==> config.mk <==
export PLATFORM = sky130hd
export DESIGN_NAME = seq_pattern_detector_flat
export DESIGN_NICKNAME = d
export VERILOG_FILES = /design/src/rtl/seq_pattern_detector_if.sv /design/src/rtl/seq_pattern_detector.sv /design/src/flat_wrapper.sv
export SDC_FILE = /design/constraint.sdc
export NUM_CORES = 1
export LEC_CHECK = 0
export CORE_UTILIZATION = 48
export DETAILED_ROUTE_END_ITERATION = 16
export GPL_ROUTABILITY_DRIVEN = 1
export PLACE_DENSITY = 0.71
export SETUP_SLACK_MARGIN = 0.3
export SLEW_MARGIN = 10
export SYNTH_ARGS = -nofsm -noshare
export SYNTH_HDL_FRONTEND = slang
export SYNTH_SLANG_ARGS = --single-unit
==> constraint.sdc <==
create_clock -name clk -period 2.19 [get_ports clk]
set_input_delay 0.3285 -clock clk [delete_from_list [all_inputs] [get_ports clk]]
set_output_delay 0.3285 -clock clk [all_outputs]
set_load 0.02 [all_outputs]
==> src/rtl/seq_pattern_detector_if.sv <==
// ----------------------------------------------------------------------------
// seq_pattern_detector_if
//   Groups the configuration, serial-stream and status signals of the
//   pattern detector into one bundle.
//
//   master : drives cfg_load, cfg_pattern, cfg_len, cfg_overlap, in_valid,
//            in and cnt_clr. Observes match, match_cnt and cfg_err.
//   slave  : the detector side, with the opposite directions.
//
//   Parameters must match those of the detector that is attached.
// ----------------------------------------------------------------------------
interface seq_pattern_detector_if #(
    parameter int MAX_LEN = 8,
    parameter int CNT_W   = 8
);
    localparam int LEN_W = $clog2(MAX_LEN) + 1;

    logic               cfg_load;
    logic [MAX_LEN-1:0] cfg_pattern;
    logic [LEN_W-1:0]   cfg_len;
    logic               cfg_overlap;
    logic               in_valid;
    logic               in;
    logic               cnt_clr;
    logic               match;
    logic [CNT_W-1:0]   match_cnt;
    logic               cfg_err;

    modport master (
        output cfg_load, cfg_pattern, cfg_len, cfg_overlap, in_valid, in, cnt_clr,
        input  match, match_cnt, cfg_err
    );

    modport slave (
        input  cfg_load, cfg_pattern, cfg_len, cfg_overlap, in_valid, in, cnt_clr,
        output match, match_cnt, cfg_err
    );
endinterface

==> src/rtl/seq_pattern_detector.sv <==
// ----------------------------------------------------------------------------
// seq_pattern_detector
//   Serial pattern detector with a runtime-programmable pattern of
//   1..MAX_LEN bits, overlapping or non-overlapping detection and a
//   saturating match counter.
//
//   Ports:
//     clk   : system clock, all state on the rising edge
//     rstn  : asynchronous active-low reset
//     bus   : seq_pattern_detector_if.slave
//             cfg_load/cfg_pattern/cfg_len/cfg_overlap - configuration
//             in_valid/in                              - qualified serial bit
//             cnt_clr                                  - clear match_cnt
//             match     - one-cycle registered detection pulse
//             match_cnt - saturating detection count
//             cfg_err   - loaded length is illegal
//
//   Pattern bit [len-1] is the first bit received, bit [0] the last.
// ----------------------------------------------------------------------------
module seq_pattern_detector #(
    parameter int MAX_LEN = 8,
    parameter int CNT_W   = 8
) (
    input  logic                  clk,
    input  logic                  rstn,
    seq_pattern_detector_if.slave bus
);
    localparam int LEN_W = $clog2(MAX_LEN) + 1;

    typedef enum logic [1:0] {
        ST_UNCFG,   // no valid configuration, input ignored
        ST_FILL,    // fewer than len bits held since config / last match
        ST_SCAN     // at least len bits held, comparing every bit
    } state_t;

    state_t             r_state,   w_state_next;
    logic [MAX_LEN-1:0] r_hist,    w_hist_next;
    logic [LEN_W-1:0]   r_fill,    w_fill_next;
    logic [MAX_LEN-1:0] r_pattern, w_pattern_next;
    logic [LEN_W-1:0]   r_len,     w_len_next;
    logic               r_overlap, w_overlap_next;
    logic               r_match,   w_match_next;
    logic [CNT_W-1:0]   r_cnt,     w_cnt_next;
    logic               r_cfg_err, w_cfg_err_next;

    logic               w_accept;
    logic [MAX_LEN-1:0] w_shift;
    logic [LEN_W-1:0]   w_fill_inc;
    logic [MAX_LEN-1:0] w_mask;
    logic               w_detect;
    logic               w_len_bad;

    // Bit i of the mask selects history bit i for comparison (i < len).
    always_comb begin
        for (int i = 0; i < MAX_LEN; i++) begin
            w_mask[i] = (LEN_W'(i) < r_len);
        end
    end

    assign w_accept   = bus.in_valid && !bus.cfg_load && (r_state != ST_UNCFG);
    assign w_shift    = {r_hist[MAX_LEN-2:0], bus.in};
    assign w_fill_inc = (r_fill >= r_len) ? r_len : r_fill + LEN_W'(1);
    assign w_detect   = w_accept && (w_fill_inc == r_len) &&
                        (((w_shift ^ r_pattern) & w_mask) == '0);
    assign w_len_bad  = (bus.cfg_len == '0) || (bus.cfg_len > LEN_W'(MAX_LEN));

    // NOTE: every signal written here gets a default first, so no path
    // leaves it unassigned and no latch is inferred.
    always_comb begin
        w_state_next   = r_state;
        w_hist_next    = r_hist;
        w_fill_next    = r_fill;
        w_pattern_next = r_pattern;
        w_len_next     = r_len;
        w_overlap_next = r_overlap;
        w_match_next   = 1'b0;
        w_cnt_next     = r_cnt;
        w_cfg_err_next = r_cfg_err;

        if (bus.cfg_load) begin
            // A new configuration wins over any same-cycle input bit.
            w_pattern_next = bus.cfg_pattern;
            w_len_next     = bus.cfg_len;
            w_overlap_next = bus.cfg_overlap;
            w_hist_next    = '0;
            w_fill_next    = '0;
            w_cnt_next     = '0;
            w_cfg_err_next = w_len_bad;
            w_state_next   = w_len_bad ? ST_UNCFG : ST_FILL;
        end else begin
            if (w_accept) begin
                w_hist_next  = w_shift;
                w_fill_next  = w_fill_inc;
                w_state_next = (w_fill_inc == r_len) ? ST_SCAN : ST_FILL;
                if (w_detect) begin
                    w_match_next = 1'b1;
                    // Non-overlapping: history stays, but is not compared
                    // again until len fresh bits have arrived.
                    if (!r_overlap) begin
                        w_fill_next  = '0;
                        w_state_next = ST_FILL;
                    end
                end
            end

            // Clear has priority over a same-cycle detection.
            if (bus.cnt_clr) begin
                w_cnt_next = '0;
            end else if (w_detect && (r_cnt != {CNT_W{1'b1}})) begin
                w_cnt_next = r_cnt + CNT_W'(1);
            end
        end
    end

    // NOTE: state registers use non-blocking assignments so every flop
    // samples the pre-edge value of every other flop.
    always_ff @(posedge clk or negedge rstn) begin
        if (!rstn) begin
            r_state   <= ST_UNCFG;
            r_hist    <= '0;
            r_fill    <= '0;
            r_pattern <= '0;
            r_len     <= '0;
            r_overlap <= 1'b0;
            r_match   <= 1'b0;
            r_cnt     <= '0;
            r_cfg_err <= 1'b0;
        end else begin
            r_state   <= w_state_next;
            r_hist    <= w_hist_next;
            r_fill    <= w_fill_next;
            r_pattern <= w_pattern_next;
            r_len     <= w_len_next;
            r_overlap <= w_overlap_next;
            r_match   <= w_match_next;
            r_cnt     <= w_cnt_next;
            r_cfg_err <= w_cfg_err_next;
        end
    end

    assign bus.match     = r_match;
    assign bus.match_cnt = r_cnt;
    assign bus.cfg_err   = r_cfg_err;

endmodule

==> src/flat_wrapper.sv <==
// flat-port wrapper written by rule: the top's interface ports become plain ports
module seq_pattern_detector_flat 
#(
    parameter int MAX_LEN = 8,
    parameter int CNT_W   = 8
)
  (clk, rstn, bus_cfg_load, bus_cfg_pattern, bus_cfg_len, bus_cfg_overlap, bus_in_valid, bus_in, bus_cnt_clr, bus_match, bus_match_cnt, bus_cfg_err);
  seq_pattern_detector_if #(.MAX_LEN(MAX_LEN), .CNT_W(CNT_W)) bus_i ();
  input  logic clk;
  input  logic rstn;
  input wire logic [$bits(bus_i.cfg_load)-1:0] bus_cfg_load;
  input wire logic [$bits(bus_i.cfg_pattern)-1:0] bus_cfg_pattern;
  input wire logic [$bits(bus_i.cfg_len)-1:0] bus_cfg_len;
  input wire logic [$bits(bus_i.cfg_overlap)-1:0] bus_cfg_overlap;
  input wire logic [$bits(bus_i.in_valid)-1:0] bus_in_valid;
  input wire logic [$bits(bus_i.in)-1:0] bus_in;
  input wire logic [$bits(bus_i.cnt_clr)-1:0] bus_cnt_clr;
  output wire logic [$bits(bus_i.match)-1:0] bus_match;
  output wire logic [$bits(bus_i.match_cnt)-1:0] bus_match_cnt;
  output wire logic [$bits(bus_i.cfg_err)-1:0] bus_cfg_err;
  assign bus_i.cfg_load = bus_cfg_load;
  assign bus_i.cfg_pattern = bus_cfg_pattern;
  assign bus_i.cfg_len = bus_cfg_len;
  assign bus_i.cfg_overlap = bus_cfg_overlap;
  assign bus_i.in_valid = bus_in_valid;
  assign bus_i.in = bus_in;
  assign bus_i.cnt_clr = bus_cnt_clr;
  assign bus_match = bus_i.match;
  assign bus_match_cnt = bus_i.match_cnt;
  assign bus_cfg_err = bus_i.cfg_err;
  seq_pattern_detector #(.MAX_LEN(MAX_LEN), .CNT_W(CNT_W)) u_core (.clk(clk), .rstn(rstn), .bus(bus_i));
endmodule
==> impl_metrics.env <==
export IMPL_fin_cells=292
export IMPL_place_congestion=0.927
export IMPL_drt_iter0_drc=171
export IMPL_cts_hold_buf=0
export IMPL_syn_nets=211
export IMPL_drt_pass1_iter_count=4
export IMPL_worstPathMaxFanout=7
export IMPL_viasPerCell=5.92
export IMPL_port_buffers=28
export IMPL_crit_start="u_core.r_len[0]$_DFFE_PN0P_"
export IMPL_whs_ns=0.432
export IMPL_grt_usage_pct=27.0
export IMPL_drt_wl_total_mm=5.33
export IMPL_crit_arrival_ns=2.51
export IMPL_dieArea_sq_um=4260
export IMPL_slowest_stage="dfrtp_2"
export IMPL_p_leak_nw=1.14
export IMPL_htreeDepth=2
export IMPL_cts_buffers=5
export IMPL_fillCellCount=233
export IMPL_syn_area_sq_um=1920
export IMPL_path_clk_slew_ns=0.08
export IMPL_post_route_period_util_pct=104
export IMPL_coreArea_sq_um=3740
export IMPL_cts_tree="done"
export IMPL_start_util_pct=51.3
export IMPL_irDropWorstVdd_mv=0.509
export IMPL_multi_input_area_sq_um=1210
export IMPL_synthTopCellsByArea="dfrtp_1 (47%), mux2_2 (6.5%), xnor2_1 (5.0%)"
export IMPL_drv_cap=0
export IMPL_cts_sinks=36
export IMPL_netlist_instances=186
export IMPL_grt_remaining_overflow=0
export IMPL_area_growth_pct=49.2
export IMPL_worstPathCellList="ha_4 > nand2b_4 > a21oi_2 > o21a_2 > buf_4 > a211o_4 > or3_1 > a21oi_2"
export IMPL_rr_worst_depth=8
export IMPL_antenna_found_initial=0
export IMPL_power_mw=1.85
export IMPL_ys_seq_elements=36
export IMPL_yosysTopAreaCell="dfrtp_1"
export IMPL_setup_viol=9
export IMPL_status="finished with violations"
export IMPL_r2r_slack_ns=-0.1
export IMPL_grt_first_pass_wirelength_mm=8.42
export IMPL_root_buffer="clkbuf_8"
export IMPL_grt_pass1_vias=1779
export IMPL_worst_pin_slew_ns=0.572
export IMPL_drcViolationCount=0
export IMPL_timing_rr_end="u_core.bus.match_cnt[0]$_DFFE_PN0P_"
export IMPL_layout_drive_gt1_share_pct=39.8
export IMPL_core_rowCount=22
export IMPL_crit_end="u_core.bus.match_cnt[0]$_DFFE_PN0P_"
export IMPL_regArea_sq_um=906
export IMPL_slew_headroom_pct=61.5
export IMPL_synth_edff_count=0
export IMPL_cts_path_max_buffers=2
export IMPL_dp_hpwl_mm=3.26
export IMPL_startpoint_type="flop"
export IMPL_fin_worst_skew_ns=0.0117
export IMPL_r2r_start="u_core.r_len[0]$_DFFE_PN0P_"
export IMPL_yosysSeqAreaShare_pct=46.9
export IMPL_required_ns=2.42
export IMPL_dp_slack_ns=-0.418
export IMPL_min_path_type="in2async"
export IMPL_pin_count=29
export IMPL_timing_fmax_ghz=0.437
export IMPL_synth_avg_cell_area_sq_um=10.3
export IMPL_cpPeakStageDelay_ns=0.50
export IMPL_async_reset_ff_share_pct=100
export IMPL_dieHeight_microns=65.2
export IMPL_synth_top_area_share_pct=46.9
export IMPL_synth_cell_types=40
export IMPL_placed_cells=271
export IMPL_timing_critical_path_mode_cell="a21oi_2"
export IMPL_yosys_warnings=0
export IMPL_grt_max_degree=37
export IMPL_rsz0062_at_grt="yes"
export IMPL_wl_per_cell_microns=18.2
export IMPL_hold_viol_final=0
export IMPL_die_w_microns=65.2
export IMPL_ys_flop_type="dfrtp_1"
export IMPL_diodes=0
export IMPL_clk_latency_ns=0.30
export IMPL_slew_viol_final=0
export IMPL_fin_nets=268
export IMPL_end_kind="flop"
export IMPL_crit_type="reg2reg"
export IMPL_drtAntennaViolNets=0
export IMPL_violations="negative setup slack"
export IMPL_setup_slack_ns=-0.0965
export IMPL_power_density_nw_per_um2=647
export IMPL_tns_ns=-0.608
export IMPL_finalCriticalPeriod_ns=2.29
export IMPL_vias=1728
## layout by cell type (no fill, tap or decap), drive strengths merged, types with 2 or more instances in the layout
| cell type | netlist | final |
|---|---|---|
| a211o | 2 | 3 |
| a21oi | 13 | 13 |
| a22o | 7 | 7 |
| a31oi | 2 | 2 |
| buf | 4 | 31 |
| clkbuf | 6 | 6 |
| clkdlybuf4s50 | 0 | 28 |
| dfrtp | 36 | 36 |
| ha | 6 | 6 |
| inv | 8 | 8 |
| mux2 | 11 | 11 |
| nand2 | 11 | 11 |
| nand2b | 3 | 3 |
| nand3 | 7 | 7 |
| nand4 | 2 | 2 |
| nor2 | 8 | 8 |
| nor3 | 3 | 3 |
| o21ai | 10 | 10 |
| o22ai | 4 | 4 |
| o311ai | 2 | 2 |
| o31ai | 5 | 5 |
| o41ai | 3 | 3 |
| or2 | 2 | 2 |
| or4 | 4 | 4 |
| xnor2 | 11 | 11 |
| xor2 | 4 | 4 |
## per-stage QoR
step | area, sq um | utilization, %
after floorplan | 1920 | -
after global placement | 2360 | 62.9
after detailed placement | 2360 | 62.9
after CTS | 2630 | 70.4
after global routing | 2860 | 76.5
final | 2860 | 76.5
## critical path: cells and delay by family, from the launching register on
kind	cells	cell delay, ns
compound gates	4	0.83
flops	1	0.50
simple gates	2	0.45
fa+ha+maj	1	0.29
buf+inv	1	0.15
## logic make-up (layout without fill, tap and decap cells)
| kind of cell | Yosys count | after routing | share of synthesized area (%) |
|---|---|---|---|
| compound gates | 53 | 54 | 18.7 |
| xor+xnor | 15 | 15 | 6.84 |
| fa+ha+maj | 6 | 6 | 3.91 |
| buf+inv | 18 | 75 | 4.11 |
| flops | 36 | 36 | 46.9 |
| mux | 11 | 11 | 6.45 |
| simple gates | 47 | 47 | 13.0 |
## report_power, final
part           leakage (nW)  internal, mW  switching, mW
Sequential            0.464         0.710         0.0526
Clock                0.0552         0.338          0.242
Combinational         0.622         0.268          0.241
## metal layers
layer	wire, microns	GRT usage [%]	vias to the layer above	share of wire (%)
met5	0	0	-	0
met1	2230	34.5	831	42
met4	113	14.1	0	2.1
met2	2630	43.3	79	49
li1	-	-	806	-
met3	359	4.86	12	6.7
## worst min path at each step
stage                                        from                              to  slack, ns  cells after the start
floorplan                                    rstn  u_core.bus.cfg_err$_DFFE_PN0P_       0.03                      0
global placement    u_core.r_state[0]$_DFFE_PN0P_   u_core.r_state[0]$_DFFE_PN0P_       0.46                      2
detailed placement  u_core.r_state[1]$_DFFE_PN0P_   u_core.r_state[1]$_DFFE_PN0P_       0.50                      2
CTS                                          rstn    u_core.r_fill[2]$_DFFE_PN0P_       0.46                      2
global route                                 rstn     u_core.r_len[2]$_DFFE_PN0P_       0.50                      2
finish                                       rstn     u_core.r_len[2]$_DFFE_PN0P_       0.43                      2
## cell usage after synthesis (4+ instances only)
master,count
a21oi_1,13
a22o_1,7
clkbuf_1,5
dfrtp_1,36
ha_1,6
inv_1,8
mux2_2,11
nand2_1,11
nand3_1,7
nor2_1,8
o21ai_0,10
o22ai_1,4
o31ai_1,5
or4_1,4
xnor2_1,11
xor2_1,4
## repair_timing
action	in CTS	in global routing
gates resized for setup	27	40
endpoints found under the setup margin	14	15
gates cloned	1	0
pin swaps	15	12
buffers inserted	5	7
## flip-flops by register name, indices dropped and copies added (netlist names), 2 cells and up
| signal | cells |
|---|---|
| u_core.r_hist | 7 |
| u_core.r_state | 2 |
| u_core.r_pattern | 8 |
| u_core.r_fill | 4 |
| u_core.r_len | 4 |
| u_core.bus.match_cnt | 8 |
## cell type report
class	instances	area share, %
Clock inverter	2	1.22
Sequential cell	36	31.6
Inverter	8	1.14
Clock buffer	6	2.53
Tap cell	48	2.10
Multi-Input combinational cell	133	42.3
Timing Repair Buffer	59	19.1
Power figures use the tool's default switching activity.
